## src/rtl/gpio_ctrl_n_pkg.sv

```systemverilog
// Shared definitions for the gpio_ctrl_n GPIO controller: register offsets,
// pin-count limit and CPU data width.
package gpio_ctrl_n_pkg;

  localparam int CPU_WIDTH   = 32;
  localparam int GPIO_MAX_IO = 32;

  localparam logic [7:0] GPIO_DIR_OFS      = 8'h00;
  localparam logic [7:0] GPIO_DOUT_OFS     = 8'h04;
  localparam logic [7:0] GPIO_DIN_OFS      = 8'h08;
  localparam logic [7:0] GPIO_INT_EN_OFS   = 8'h0C;
  localparam logic [7:0] GPIO_INT_TYPE_OFS = 8'h10;
  localparam logic [7:0] GPIO_INT_POL_OFS  = 8'h14;
  localparam logic [7:0] GPIO_INT_STAT_OFS = 8'h18;
  localparam logic [7:0] GPIO_DOUT_SET_OFS = 8'h1C;
  localparam logic [7:0] GPIO_DOUT_CLR_OFS = 8'h20;

  // Word index of a byte offset, matching the addr_i[7:2] decode.
  function automatic logic [5:0] reg_idx(input logic [7:0] ofs);
    return ofs[7:2];
  endfunction

endpackage

```

## src/rtl/gpio_ctrl_n_in_cond.sv

```systemverilog
// Per-pin input conditioning: synchroniser, optional debounce (GPIO_DEBOUNCE_EN),
// previous-sample flop and primed rise/fall detection.
module gpio_in_cond #(
  parameter int SYNC_STAGES     = 2,
  parameter int DEBOUNCE_CYCLES = 16
) (
  input  logic clk,
  input  logic rst,
  input  logic primed,
  input  logic pin,
  output logic din,
  output logic rise,
  output logic fall
);

  logic [SYNC_STAGES-1:0] sync_q;
  logic                   sync_out;
  logic                   prev_q;
  logic                   prev_src;

  always_ff @(posedge clk) begin
    if (rst) sync_q <= '0;
    else     sync_q <= {sync_q[SYNC_STAGES-2:0], pin};
  end

  assign sync_out = sync_q[SYNC_STAGES-1];

`ifdef GPIO_DEBOUNCE_EN
  localparam int CNT_W = $clog2(DEBOUNCE_CYCLES + 1);

  logic             db_q;
  logic [CNT_W-1:0] db_cnt_q;

  // While priming, the debounced value and prev follow the synchroniser
  // directly so a level present through reset is not reported as an edge.
  always_ff @(posedge clk) begin
    if (rst) begin
      db_q     <= 1'b0;
      db_cnt_q <= '0;
    end else if (!primed) begin
      db_q     <= sync_out;
      db_cnt_q <= '0;
    end else if (sync_out != db_q) begin
      if (db_cnt_q == CNT_W'(DEBOUNCE_CYCLES - 1)) begin
        db_q     <= sync_out;
        db_cnt_q <= '0;
      end else begin
        db_cnt_q <= db_cnt_q + 1'b1;
      end
    end else begin
      db_cnt_q <= '0;
    end
  end

  assign din      = db_q;
  assign prev_src = primed ? db_q : sync_out;
`else
  localparam int unused_debounce_cycles = DEBOUNCE_CYCLES;

  assign din      = sync_out;
  assign prev_src = sync_out;
`endif

  always_ff @(posedge clk) begin
    if (rst) prev_q <= 1'b0;
    else     prev_q <= prev_src;
  end

  assign rise = primed &  din & ~prev_q;
  assign fall = primed & ~din &  prev_q;

endmodule

```

## src/rtl/gpio_ctrl_n.sv

```systemverilog
// Parametrised GPIO controller on a rib slave port: direction, output data,
// synchronised inputs and per-pin edge/level interrupts with W1C status.
// Optional input debounce is built when GPIO_DEBOUNCE_EN is defined.
module gpio_ctrl_n
  import gpio_ctrl_n_pkg::*;
#(
  parameter int NUM_IO          = 16,
  parameter int SYNC_STAGES     = 2,
  parameter int DEBOUNCE_CYCLES = 16
) (
  input  logic                  clk,
  input  logic                  rst,
  input  logic                  we_i,
  input  logic [CPU_WIDTH-1:0]  addr_i,
  input  logic [CPU_WIDTH-1:0]  data_i,
  output logic [CPU_WIDTH-1:0]  data_o,
  input  logic [NUM_IO-1:0]     io_in_i,
  output logic [NUM_IO-1:0]     io_out_o,
  output logic [NUM_IO-1:0]     io_oe_o,
  output logic                  int_o
);

  localparam int PRIME_MAX = SYNC_STAGES + 1;
  localparam int PRIME_W   = (PRIME_MAX > 3) ? 3 : 2;

  localparam logic [5:0] IDX_DIR      = reg_idx(GPIO_DIR_OFS);
  localparam logic [5:0] IDX_DOUT     = reg_idx(GPIO_DOUT_OFS);
  localparam logic [5:0] IDX_DIN      = reg_idx(GPIO_DIN_OFS);
  localparam logic [5:0] IDX_INT_EN   = reg_idx(GPIO_INT_EN_OFS);
  localparam logic [5:0] IDX_INT_TYPE = reg_idx(GPIO_INT_TYPE_OFS);
  localparam logic [5:0] IDX_INT_POL  = reg_idx(GPIO_INT_POL_OFS);
  localparam logic [5:0] IDX_INT_STAT = reg_idx(GPIO_INT_STAT_OFS);
  localparam logic [5:0] IDX_DOUT_SET = reg_idx(GPIO_DOUT_SET_OFS);
  localparam logic [5:0] IDX_DOUT_CLR = reg_idx(GPIO_DOUT_CLR_OFS);

  logic [NUM_IO-1:0]  dir_q, dout_q, int_en_q, int_type_q, int_pol_q, int_stat_q;
  logic [NUM_IO-1:0]  din, rise, fall, stat_set, w1c_mask, wdata, rdata;
  logic [5:0]         idx;
  logic [PRIME_W-1:0] prime_cnt_q;
  logic               primed;
  logic               unused_bits;

  // rib handshake: no valid/ready; a write completes at the clk edge where
  // we_i=1, a read returns data_o combinationally from addr_i with no wait.
  assign idx         = addr_i[7:2];
  assign wdata       = data_i[NUM_IO-1:0];
  assign unused_bits = &{1'b0, addr_i[CPU_WIDTH-1:8], addr_i[1:0], data_i};

  always_ff @(posedge clk) begin
    if (rst)          prime_cnt_q <= '0;
    else if (!primed) prime_cnt_q <= prime_cnt_q + 1'b1;
  end

  assign primed = (prime_cnt_q == PRIME_W'(PRIME_MAX));

  for (genvar i = 0; i < NUM_IO; i++) begin : g_pin
    gpio_in_cond #(
      .SYNC_STAGES    (SYNC_STAGES),
      .DEBOUNCE_CYCLES(DEBOUNCE_CYCLES)
    ) u_in_cond (
      .clk   (clk),
      .rst   (rst),
      .primed(primed),
      .pin   (io_in_i[i]),
      .din   (din[i]),
      .rise  (rise[i]),
      .fall  (fall[i])
    );
  end

  // Level mode: polarity 0 = high, 1 = low, hence din ^ pol.
  assign stat_set = ~dir_q & ((int_type_q & ((~int_pol_q & rise) | (int_pol_q & fall)))
                            | (~int_type_q & (din ^ int_pol_q)));
  assign w1c_mask = (we_i && idx == IDX_INT_STAT) ? wdata : '0;

  always_ff @(posedge clk) begin
    if (rst) begin
      dir_q      <= '0;
      dout_q     <= '0;
      int_en_q   <= '0;
      int_type_q <= '0;
      int_pol_q  <= '0;
      int_stat_q <= '0;
    end else begin
      if (we_i) begin
        case (idx)
          IDX_DIR:      dir_q      <= wdata;
          IDX_DOUT:     dout_q     <= wdata;
          IDX_INT_EN:   int_en_q   <= wdata;
          IDX_INT_TYPE: int_type_q <= wdata;
          IDX_INT_POL:  int_pol_q  <= wdata;
          IDX_DOUT_SET: dout_q     <= dout_q | wdata;
          IDX_DOUT_CLR: dout_q     <= dout_q & ~wdata;
          default: ;
        endcase
      end
      // Set wins over a same-cycle W1C clear.
      int_stat_q <= (int_stat_q & ~w1c_mask) | stat_set;
    end
  end

  always_comb begin
    rdata = '0;
    case (idx)
      IDX_DIR:      rdata = dir_q;
      IDX_DOUT:     rdata = dout_q;
      IDX_DIN:      rdata = din;
      IDX_INT_EN:   rdata = int_en_q;
      IDX_INT_TYPE: rdata = int_type_q;
      IDX_INT_POL:  rdata = int_pol_q;
      IDX_INT_STAT: rdata = int_stat_q;
      default:      rdata = '0;
    endcase
  end

  assign data_o   = CPU_WIDTH'(rdata);
  assign io_out_o = dout_q;
  assign io_oe_o  = dir_q;
  assign int_o    = |(int_stat_q & int_en_q);

endmodule

```

## config.mk

```make
export PLATFORM = sky130hd
export DESIGN_NAME = gpio_ctrl_n
export DESIGN_NICKNAME = d
export VERILOG_FILES = /design/src/rtl/gpio_ctrl_n_pkg.sv /design/src/rtl/gpio_ctrl_n_in_cond.sv /design/src/rtl/gpio_ctrl_n.sv
export SDC_FILE = /design/constraint.sdc
export NUM_CORES = 1
export LEC_CHECK = 0
export CAP_MARGIN = 30
export CORE_AREA = 2 2 94 164
export CTS_BUF_LIST = sky130_fd_sc_hd__clkbuf_16
export DETAILED_ROUTE_END_ITERATION = 10
export DIE_AREA = 0 0 96 166
export GPL_TIMING_DRIVEN = 0
export HOLD_SLACK_MARGIN = 0.06
export MAX_ROUTING_LAYER = met4
export PLACE_DENSITY = 0.86
export SETUP_SLACK_MARGIN = 0.15
export SYNTH_ARGS = -nofsm -noshare
export SYNTH_HDL_FRONTEND = slang
export SYNTH_SLANG_ARGS = --single-unit
```

## constraint.sdc

```tcl
create_clock -name clk -period 1.8 [get_ports clk]
set_input_delay 0.36 -clock clk [delete_from_list [all_inputs] [get_ports clk]]
set_output_delay 0.36 -clock clk [all_outputs]
set_load 0.01 [all_outputs]
```

== Word level (Yosys, flattened, before mapping) ==
Cells that the tools add are included.

* Bitwise operators: 114
* Add/sub/neg operators: 1
* Reduce and logical (&&, ||, !) cells: 9
* Eq/ne operators: 9
* Muxes and demuxes: 3

{| class="wikitable"
|+ Operators with widths
! operator !! count
|-
| 16-bit bitwise AND || 8
|-
| 16-bit one-hot mux with 7 select lines || 1
|-
| 16-bit inverter || 5
|-
| 1-bit bitwise AND || 64
|-
| 16-bit OR || 4
|-
| 16-bit one-hot mux with 3 select lines || 1
|-
| 1-bit inverter || 32
|-
| 6-bit by 3-bit == test with 1-bit output, second input constant || 4
|-
| 16-bit two-way mux || 1
|-
| 16-bit OR reduction || 1
|-
| 16-bit bitwise XOR || 1
|-
| 6-bit by 2-bit == test with 1-bit output, second input constant || 2
|-
| 2-bit AND reduction || 5
|-
| 6-bit by 1-bit == test with 1-bit output, second input constant || 1
|-
| 6-bit by 4-bit == test with 1-bit output, second input constant || 1
|-
| 6-bit logical NOT || 1
|-
| 3-bit nonzero test || 1
|-
| 2-bit by 1-bit adder with 2-bit output, second input constant || 1
|-
| 2-bit == test, second input constant || 1
|-
| 1-bit logical AND || 1
|}

* Flip-flop bits (word level): 146
* Input bits: 83

== Logic depth before layout (Yosys ltp) ==
Gate-level depths: netlist of run 1.

* Depth in word-level cells: 9
* Mapped depth: 6
* Mapped depth without buffers: 4

== Cells and area by module ==
A second synthesis of run 1 with hierarchy kept.

* Cell total of the unflattened synthesis: 757
* Area, all modules: 6741.5 um2

{| class="wikitable"
|+ Modules (own cells, without submodules)
! module !! cells an instance !! instances !! sequential area each (um2) !! area each (um2)
|-
| gpio_ctrl_n || 629 || 1 || 1961.9 || 5200.0
|-
| gpio_in_cond || 8 || 16 || 60.1 || 96.3
|}

== Least setup slack after synthesis of run 1 ==
Ideal clock, no wire load.

* Path kind: input to output
* Start point: input addr_i[5]
* End point: output data_o[14]
* Stages on the path: 6
* Arrival time: 1615 ps
* Path buffers: 2
* Setup slack: -175 ps
* Path through: nor4_4 and3_1 clkbuf_1 buf_2 a22oi_1 nand3_1

* Longest elaborated chain between the ends: 2
* Elaborated cells between the ends (all ways): 8
* Classes of those cells: 6 x eq/ne; 1 x mux; 1 x reduce/logical

{| class="wikitable"
|+ RTL lines
! item !! RTL line !! source
|-
| start: declaration || gpio_ctrl_n.sv:14 || <nowiki>input logic [CPU_WIDTH-1:0] addr_i,</nowiki>
|-
| 6-bit by 3-bit == test with 1-bit output, or another cell as far along || gpio_ctrl_n.sv:104 || <nowiki>case (idx)</nowiki>
|-
| 16-bit one-hot mux with 7 select lines (*) || gpio_ctrl_n.sv:104 ||
|-
| end: declaration || gpio_ctrl_n.sv:16 || <nowiki>output logic [CPU_WIDTH-1:0] data_o,</nowiki>
|}

Every way passes the cells marked *; elsewhere a longest branch is shown, timed or not.

== Worst setup path after layout of run 1 ==
* Start point: input addr_i[5]
* End point: output data_o[1]

Same word-level chain as after synthesis.

==> impl_results.md, run 1 <==
* Status: finished, violations left
* Failing checks: setup timing
* CTS Buffer Depth at 2
* Adder-cell share of the synthesized area at 0.190%
* Worst path depth at 9
* DR iter-0 viols at 1,175
* FFs w/ async S/R, synth at 0%
* WHS at 435 ps
* Post-Synth XOR/XNOR Area at 2.26%
* Clock Sinks at 146
* Crit path DAT at 1830 ps
* Yosys warns at 0
* Via-per-instance ratio at 6.42
* Min Tclk post-route at 2190 ps
* Synthesized area at 0.00659 mm²
* H-tree Lvls at 4
* Cell Pwr Density at 830 mW/mm²
* Overall routing resource usage at 30.6%
* Core footprint at 0.0147 mm²
* Routability congestion estimate at 0.958
* Synth Area per Inst at 8.95 µm²
* Gate Count Post-Synth at 736
* Worst reg2reg path depth at 5
* Worst setup EP type: output port
* RSZ-0062 raised after global routing: true
* Crit-path most repeated cell: buf_8
* Area Overhead vs Synth at 37.7%
* Max Freq at 456 MHz
* Cell Chain, Critical Path: buf_8 -> nor4b_4 -> and2_1 -> clkbuf_8 -> buf_12 -> buf_8 -> a22oi_1 -> nand3_1 -> buf_2
* Worst setup margin at -391 ps
* Starting Density at 44.8%
* Root Driver: clkbuf_16
* Yosys reg bits at 146
* LEAKAGE at 4.01 nW
* Relative slew slack at 38.3%
* VDD IR-drop max at 0.000731 V
* CP Max Fanout at 5
* Chip width at 96 µm
* Antenna viol nets, final at 0
* Leading area contributor after synthesis: dfxtp_1
* Final net count at 972
* Largest family of logic cells by synthesized area: simple AND/OR/NAND/NOR gates
* First-pass iteration count of the detailed router at 9
* Global-route wire length before repair at 35.5 mm
* Fin crit share at 122%
* Prevailing post-synth register cell: dfxtp_1
* Max cap viols at 0
* Placed Area at 0.00784 mm²
* Crit path from: addr_i[5]
* Chip Height at 166 µm
* Crit path buffers/inverters at 5
* Final hold violation count at 0
* DR WL/cell at 23.7 µm
* Cell with the most instances after synthesis: dfxtp_1
* Post-synthesis mux area share at 5.02%
* R2R Path End: int_stat_q[14]
* Clock transition at path regs at 60 ps
* Library cells used by synthesis at 44
* CP Launch Type: input port
* Slew @ Worst Pin at 925 ps
* DRC Markers at 0
* Vias at 6,959
* TritonCTS Buffers at 17
* Largest delay share family, worst path: buffers and inverters
* Synth top area cells: dfxtp_1, mux2i_1, nor2b_1, nand2_1, a21oi_1
* Multi-input gate area at 0.00356 mm²
* Die area at 0.0159 mm²
* Final setup viols at 19
* Setup Crit Path Kind: input port to output port
* CP endpoint: data_o[1]
* Post-synth EDFFs at 0
* CTS tree: done
* Gr ovfl total at 0
* Num rows at 59
* Initial antenna violation count at 0
* # diodes at 0
* IO Port Bufs at 87
* Seq. cell area at 0.00293 mm²
* Fraction of the mapped netlist area in compound gates at 20.0%
* R2r setup slk at 110 ps
* Vias in the first global route at 6,575
* Seq/Total Area, Yosys at 44.4%
* Critical path's largest stage delay at 340 ps
* Critical path's slowest cell: nor4b_4
* Post-route cell area at 0.00907 mm²
* Synth cell count leaders: dfxtp_1, nand2_1, nor2_1, nor2b_1, a21oi_1
* Synth top area share at 44.4%
* Critical Path RT at 1440 ps
* Final Max Slew Viols at 0
* Synth Area in Simple Gates at 22.1%
* Worst-Skew Late Latency at 430 ps
* Share of layout cells above drive strength 1 at 20.5%
* DP HPWL at 15.0 mm
* I/O pins at 148
* Largest net degree at the start of global routing at 17
* Clock Skew at 7.72 ps
* FILL cells at 1,116
* Reg-to-Reg Start: prime_cnt_q[0]
* Final WL at 25.7 mm
* Hold WC Path Type: flip-flop to flip-flop
==> per-layer routing <==
| metal | vias up | GRT usage [%] | part of all wire, % |
|---|---|---|---|
| li1 | 2895 | - | - |
| met5 | - | - | 0 |
| met2 | 623 | 48.8 | 48 |
| met4 | 0 | 23.5 | 11 |
| met3 | 247 | 7.53 | 11 |
| met1 | 3194 | 31.0 | 31 |
==> repair_timing <==
item | in CTS | in global routing
gates cloned | 5 | 1
hold buffers | 0 | 0
setup endpoints to repair | 147 | 70
buffers inserted | 22 | 3
resized for setup | 198 | 60
pin swaps | 30 | 22
==> cell usage in the layout, fill, tap and decap left out, types with 19 or more instances in the layout <==
| cell type | Yosys | layout |
|---|---|---|
| clkbuf_1 | 35 | 19 |
| a21oi_1 | 48 | 48 |
| nand2_1 | 78 | 78 |
| buf_2 | 12 | 19 |
| a22oi_1 | 32 | 30 |
| clkdlybuf4s50_1 | 0 | 32 |
| o21ai_0 | 32 | 32 |
| dlygate4sd2_1 | 0 | 32 |
| clkbuf_16 | 0 | 20 |
| nor2b_1 | 50 | 48 |
| inv_1 | 17 | 19 |
| buf_4 | 16 | 35 |
| mux2i_1 | 33 | 33 |
| dfxtp_1 | 146 | 137 |
| nor2_1 | 53 | 52 |
==> registers in the layout, indices dropped and copies added (netlist names) <==
name and cells:
g_pin.u_in_cond.sync_q 32, g_pin.u_in_cond.prev_q 16, int_en_q 16, int_pol_q 16, int_stat_q 16, int_type_q 16, io_oe_o 16, io_out_o 16
prime_cnt_q 2
==> how the worst min path moves through the flow <==
stage,from,endpoint,slack (ps),cells past startpoint
after CTS,g_pin[14].u_in_cond.sync_q[0],g_pin[14].u_in_cond.sync_q[1],440,1
after global placement,g_pin[1].u_in_cond.sync_q[0],g_pin[1].u_in_cond.sync_q[1],420,1
after floorplan,g_pin[0].u_in_cond.sync_q[0],g_pin[0].u_in_cond.sync_q[1],410,1
after global routing,g_pin[6].u_in_cond.sync_q[0],g_pin[6].u_in_cond.sync_q[1],450,1
after detailed placement,g_pin[11].u_in_cond.sync_q[0],g_pin[11].u_in_cond.sync_q[1],420,1
final,g_pin[11].u_in_cond.sync_q[0],g_pin[11].u_in_cond.sync_q[1],430,1
==> worst register-to-register path, cell delays in order, from the launching register on <==
cell	delay [ps]
dfxtp_1	370
ha_2	380
clkbuf_4	310
o21ai_0	210
a21o_1	220
a21oi_1	130
==> stage by stage <==
stage          TNS, ps  utilization, %  total power [mW]  instances  setup WS, ps
2_1_floorplan     -243               -              3.73        751         -25.5
3_3_place_gp    -85060            53.4              3.98       1021         -1380
3_5_place_dp    -91190            53.4              4.00       1021         -1410
4_1_cts          -4960            60.0              7.41       1080          -370
5_1_grt          -6590            61.7              7.67       1084          -458
6_report         -6000            61.7              7.53       1084          -391
==> where the power goes <==
part | total, mW | internal (mW) | switching [mW]
Clock | 3.48 | 2.03 | 1.45
Combinational | 0.655 | 0.280 | 0.374
Sequential | 3.39 | 3.32 | 0.0758
==> kinds of logic after synthesis <==
kind of cell	after synthesis
and+or+nand+nor	268
AOI/OAI and AO/OA	187
DFF	146
buffers and inverters	83
muxes	33
xor gates and xnor gates	17
adders and majority gates	1
other	1
==> cell type report <==
cell class,instances,share of cell area [%]
multi-input combinational,522,39.2
inverter,18,0.787
timing repair buffer,118,12.6
clock buffer,17,4.69
tap,183,2.53
buffer,65,6.21
clock inverter,15,1.57
sequential,146,32.4
Note: power is estimated with default switching activity, not from simulation.
==> run 2: changes to the inputs <==
--- a/config.mk
+++ b/config.mk
@@ -8,6 +8,7 @@
 export CAP_MARGIN = 30
 export CORE_AREA = 2 2 94 164
 export CTS_BUF_LIST = sky130_fd_sc_hd__clkbuf_16
+export CTS_CLUSTER_SIZE = 14
 export DETAILED_ROUTE_END_ITERATION = 10
 export DIE_AREA = 0 0 96 166
 export GPL_TIMING_DRIVEN = 0
==> results of run 2 <==
Final layout, timing and power as in run 1 (identical DEF).
